## config.mk

```make
export PLATFORM = sky130hd
export DESIGN_NAME = int_ack_master
export DESIGN_NICKNAME = d
export VERILOG_FILES = /design/src/rtl/int_ack_master_pkg.sv /design/src/rtl/int_ack_master_sync_2ff.sv /design/src/rtl/int_ack_master.sv
export SDC_FILE = /design/constraint.sdc
export NUM_CORES = 1
export LEC_CHECK = 0
export ABC_AREA = 1
export ABC_CLOCK_PERIOD_IN_PS = 1900
export CORE_ASPECT_RATIO = 0.6
export CORE_MARGIN = 2
export CORE_UTILIZATION = 40
export DETAILED_ROUTE_END_ITERATION = 7
export MAX_ROUTING_LAYER = met4
export PLACE_DENSITY = 0.66
export SYNTH_ARGS = -nofsm -noshare
export SYNTH_HDL_FRONTEND = slang
export SYNTH_HIERARCHICAL = 1
export SYNTH_SLANG_ARGS = --single-unit
```

## constraint.sdc

```tcl
create_clock -name clk -period 1.9 [get_ports clk]
set_input_delay 0.38 -clock clk [delete_from_list [all_inputs] [get_ports clk]]
set_output_delay 0.38 -clock clk [all_outputs]
set_load 0.05 [all_outputs]
```

## src/rtl/int_ack_master_pkg.sv

```systemverilog
// Shared definitions for the interrupt-acknowledge master: FSM state encoding,
// sequencing counter width, INTA idle level and a counter-load helper.
package int_ack_master_pkg;

  localparam int unsigned CNT_W = 4;

  // INTA is active-low; this is its level whenever no pulse is being driven.
  localparam logic INTA_IDLE = 1'b1;

  typedef enum logic [2:0] {
    ST_IDLE    = 3'd0,
    ST_ACK1    = 3'd1,
    ST_GAP     = 3'd2,
    ST_ACK2    = 3'd3,
    ST_HANDOFF = 3'd4,
    ST_REARM   = 3'd5
  } state_e;

  // Counter reload for a phase lasting cyc cycles (counts down to zero).
  function automatic logic [CNT_W-1:0] cnt_load(input int unsigned cyc);
    return CNT_W'(cyc - 32'd1);
  endfunction

endpackage

```

## src/rtl/int_ack_master_sync_2ff.sv

```systemverilog
// Two-flop synchronizer for a single asynchronous level input.
// Ports: clk, rst_n (async active-low), d (async input), q (synchronized).
module sync_2ff (
  input  logic clk,
  input  logic rst_n,
  input  logic d,
  output logic q
);

  logic meta;

  always_ff @(posedge clk or negedge rst_n) begin
    if (!rst_n) begin
      meta <= 1'b0;
      q    <= 1'b0;
    end else begin
      meta <= d;
      q    <= meta;
    end
  end

endmodule

```

## src/rtl/int_ack_master.sv

```systemverilog
// Interrupt-acknowledge master: on a synchronized, enabled interrupt request it
// issues two timed active-low INTA pulses, captures the vector from D at the end
// of the second pulse, presents it to the CPU core with a valid/ready handshake,
// then holds INTA high for a re-arm period before accepting the next request.
// Ports:
//   clk, rst_n      clock, asynchronous active-low reset
//   INT             asynchronous interrupt request (active-high)
//   int_en          CPU interrupt enable, only looked at while idle
//   D[7:0]          data bus carrying the vector during the second pulse
//   INTA            registered active-low acknowledge strobe
//   vec[7:0]        captured vector, held until the next capture
//   vec_valid       vector available; vec_ready accepts it on a common edge
//   vec_ready       CPU core accept, only looked at during hand-off
//   busy            high whenever a sequence or re-arm is in progress
//   spurious        one-cycle pulse when the request was gone at capture time
// Parameters PULSE_CYC and GAP_CYC (legal 1..15) set pulse and gap widths.
module int_ack_master
  import int_ack_master_pkg::*;
#(
  parameter int unsigned PULSE_CYC = 2,
  parameter int unsigned GAP_CYC   = 2
) (
  input  logic       clk,
  input  logic       rst_n,
  input  logic       INT,
  input  logic       int_en,
  input  logic [7:0] D,
  output logic       INTA,
  output logic [7:0] vec,
  output logic       vec_valid,
  input  logic       vec_ready,
  output logic       busy,
  output logic       spurious
);

  logic             int_s;
  state_e           state;
  state_e           state_d;
  logic [CNT_W-1:0] cnt;
  logic [CNT_W-1:0] cnt_d;
  logic             inta_d;
  logic [7:0]       vec_d;
  logic             vec_valid_d;
  logic             busy_d;
  logic             spurious_d;

  // Only the synchronized request is used anywhere in the block.
  sync_2ff u_sync (
    .clk   (clk),
    .rst_n (rst_n),
    .d     (INT),
    .q     (int_s)
  );

  // State, counter and all outputs are registered together.
  always_ff @(posedge clk or negedge rst_n) begin
    if (!rst_n) begin
      state     <= ST_IDLE;
      cnt       <= '0;
      INTA      <= INTA_IDLE;
      vec       <= 8'h00;
      vec_valid <= 1'b0;
      busy      <= 1'b0;
      spurious  <= 1'b0;
    end else begin
      state     <= state_d;
      cnt       <= cnt_d;
      INTA      <= inta_d;
      vec       <= vec_d;
      vec_valid <= vec_valid_d;
      busy      <= busy_d;
      spurious  <= spurious_d;
    end
  end

  // Next-state and next-output logic; outputs derive from the next state so
  // that they change on the same edge as the state.
  always_comb begin
    state_d    = state;
    cnt_d      = cnt;
    vec_d      = vec;
    spurious_d = 1'b0;

    case (state)
      ST_IDLE: begin
        if (int_s && int_en) begin
          state_d = ST_ACK1;
          cnt_d   = cnt_load(PULSE_CYC);
        end
      end
      ST_ACK1: begin
        if (cnt == '0) begin
          state_d = ST_GAP;
          cnt_d   = cnt_load(GAP_CYC);
        end else begin
          cnt_d = cnt - CNT_W'(1);
        end
      end
      ST_GAP: begin
        if (cnt == '0) begin
          state_d = ST_ACK2;
          cnt_d   = cnt_load(PULSE_CYC);
        end else begin
          cnt_d = cnt - CNT_W'(1);
        end
      end
      ST_ACK2: begin
        // Last cycle of the second pulse: capture and flag a vanished request.
        if (cnt == '0) begin
          state_d    = ST_HANDOFF;
          vec_d      = D;
          spurious_d = ~int_s;
        end else begin
          cnt_d = cnt - CNT_W'(1);
        end
      end
      ST_HANDOFF: begin
        if (vec_ready) begin
          state_d = ST_REARM;
          cnt_d   = cnt_load(GAP_CYC);
        end
      end
      ST_REARM: begin
        if (cnt == '0) begin
          state_d = ST_IDLE;
        end else begin
          cnt_d = cnt - CNT_W'(1);
        end
      end
      default: begin
        state_d = ST_IDLE;
        cnt_d   = '0;
      end
    endcase

    inta_d      = ((state_d == ST_ACK1) || (state_d == ST_ACK2)) ? ~INTA_IDLE : INTA_IDLE;
    vec_valid_d = (state_d == ST_HANDOFF);
    busy_d      = (state_d != ST_IDLE);
  end

endmodule

```

==> impl_metrics.env <==
export IMPL_core_rowCount=14
export IMPL_outcome="finished, final reports clean"
export IMPL_synthCells=121
export IMPL_start_util_pct=42.16
export IMPL_place_congestion=0.8588
export IMPL_cts_buffer_depth=2
export IMPL_synth_area_sq_um=1064
export IMPL_switching_share_pct=50.31
export IMPL_slowest_delay_ns=0.80
export IMPL_drive_above_1_share_pct=18.92
export IMPL_routedWlPerCell_microns=10.97
export IMPL_avgViaCountPerCell=4.667
export IMPL_final_min_clock_period_ns=1.810
export IMPL_antenna_found_initial=0
export IMPL_fmax_mhz=552.4
export IMPL_cts_clk_slew_worst_paths_ns=0.08
export IMPL_fp_dieW_microns=70.57
export IMPL_post_route_period_util_pct=95.28
export IMPL_syn_mean_instance_area_sq_um=8.789
export IMPL_dr_pass1_iters=4
export IMPL_first_iter_violations=16
export IMPL_dieArea_sq_um=3101
export IMPL_die_h_microns=43.94
export IMPL_internal_power_mw=1.301
export IMPL_remaining_drc_errors=0
export IMPL_cp_cell_sequence="clkdlybuf4s50_1"
export IMPL_antennaDiodeCount=0
export IMPL_power_frac_comb_pct=58.6
export IMPL_hold_class="reg -> reg"
export IMPL_vias=840
export IMPL_yosys_warnings=6
export IMPL_tritoncts="done"
export IMPL_final_antenna_net_count=0
export IMPL_slew_headroom_pct=66.53
export IMPL_tightest_slew_ns=0.5005
export IMPL_finalSetupTns_ns=0
export IMPL_crit_type="reg -> out"
export IMPL_worst_ep_arrival_time_ns=1.43
export IMPL_yosysSeqAreaShare_pct=49.53
export IMPL_core_area_sq_um=2522
export IMPL_drv_slew=0
export IMPL_cp_buffers_inverters=1
export IMPL_grt_max_degree=22
export IMPL_cts_buffers=3
export IMPL_cap_violations=0
export IMPL_grt_util_all_layers_pct=15.43
export IMPL_port_buffer_count=24
export IMPL_cts_resized=0
export IMPL_cts_hold_buf=0
export IMPL_dp_hpwl_microns=1498
export IMPL_post_cts_setup_buffers=0
export IMPL_synth_cell_type_count=20
export IMPL_critPathTopFamily="buffers and inverters"
export IMPL_gr_total_overflow=0
export IMPL_seqPwrFrac_pct=29.9
export IMPL_ir_worst_vdd_mv=0.8794
export IMPL_power_density_nw_per_um2=1905
export IMPL_final_setup_viol_count=0
export IMPL_ys_seq_elements=21
export IMPL_p_clk_share_pct=11.5
export IMPL_critPathRequiredTime_ns=1.52
export IMPL_grt_pass1_vias=824
export IMPL_report_final_hold_viol_count=0
export IMPL_nets=164
export IMPL_clkSinkCount=21
export IMPL_clk_latency_ns=0.26
export IMPL_fin_skew_ns=0.001767
export IMPL_rsz0062_at_grt="false"
export IMPL_crit_fanout=2
export IMPL_slowest_stage="clkdlybuf4s50_1"
export IMPL_utilization_pct=54.51
export IMPL_nFillCells=225
export IMPL_cp_start_kind="flip-flop"
export IMPL_syn2layout_area_growth_pct=29.29
export IMPL_pin_count=25
export IMPL_p_leak_nw=0.6840
export IMPL_p_sw_mw=1.318
export IMPL_routed_wl_microns=1974
export IMPL_syn_nets=136
export IMPL_cts_max_level=1
export IMPL_worstSetupEndpointType="primary output"
export IMPL_root_buffer="clkbuf_8"
export IMPL_grt_pass1_wl_microns=3532
## kinds of logic after synthesis
family | share of synthesized area (%)
simple gates | 26.71
compound gates | 11.06
buf+inv | 9.529
xor+xnor | 0.8237
flops | 49.53
fa+ha+maj | 2.353
## per-stage QoR
| step | cells | cell area, sq um | total power [mW] | hold WS, ns | setup slack (ns) |
|---|---|---|---|---|---|
| 2_1_floorplan | 121 | 1064 | 1.932 | 0.08441 | 0.4847 |
| 3_3_place_gp | 176 | 1326 | 2.298 | 0.3322 | 0.3322 |
| 3_5_place_dp | 176 | 1326 | 2.329 | 0.3370 | 0.2881 |
| 4_1_cts | 180 | 1375 | 2.639 | 0.3561 | 0.07593 |
| 5_1_grt | 180 | 1375 | 2.821 | 0.3883 | 0.03508 |
| 6_report | 180 | 1375 | 2.619 | 0.3532 | 0.08973 |
## synth_stat cells (all sizes together)
cell type	number	area share (%)
xor2	1	0.82
dfrtp	20	47
dfstp	1	2.5
nand4	2	1.2
nand2	34	12
nor2	7	4.1
o21ai	14	9.4
buf	2	2.1
inv	21	7.4
a21oi	2	0.94
o21a	1	0.71
ha	2	2.4
nand3	14	8.9
## cell type report
class / count / area (sq um) / share of cell area (%)
clock inverter: 1 / 7.507 / 0.5460
sequential: 21 / 526.8 / 38.31
clock buffer: 3 / 41.29 / 3.003
tap: 32 / 40.04 / 2.912
multi-input combinational: 77 / 435.4 / 31.67
inverter: 21 / 78.83 / 5.732
timing repair buffer: 25 / 245.2 / 17.83
## cell usage in the layout, fill, tap and decap left out, drive strengths merged
cell type,count
nand2,34
clkdlybuf4s50,23
inv,21
dfrtp,20
nand3,14
o21ai,14
nor2,7
clkbuf,3
a21oi,2
nand4,2
ha,2
buf,2
dfstp,1
o21a,1
xor2,1
clkinvlp,1
## routing by layer
layer	GRT usage, %	wire [microns]	up-vias
met2	24.53	887	21
met1	19.07	974	383
met3	5.814	98	2
li1	-	-	434
met4	3.396	13	0
met5	-	0	-
## state kept, by name, indices dropped and copies added, names as in the netlist
signal       count
vec              8
cnt              4
state            3
INTA             1
busy             1
spurious         1
u_sync/meta      1
u_sync/q         1
vec_valid        1
## worst paths after layout
kind,startpoint,endpoint,slack [ns],cells past startpoint
max,vec[3],vec[3],0.09,1
min,u_sync/meta,u_sync/q,0.35,0
max reg2reg,cnt[0],vec_valid,0.27,8
min reg2reg,u_sync/meta,u_sync/q,0.35,0
max in group asynchronous,rst_n,INTA,1.16,2
min in group asynchronous,rst_n,vec[5],0.47,2
## power by group through the flow
| stage | combinational (mW) | clock [mW] | sequential, mW |
|---|---|---|---|
| after detailed placement | 1.54 | 0 | 0.789 |
| after CTS | 1.54 | 0.312 | 0.783 |
| final | 1.53 | 0.302 | 0.782 |
| after global routing | 1.68 | 0.333 | 0.806 |
| after global placement | 1.51 | 0 | 0.787 |
| after floorplan | 0.770 | 0 | 1.16 |
Note: power is estimated with default switching activity, not from simulation.
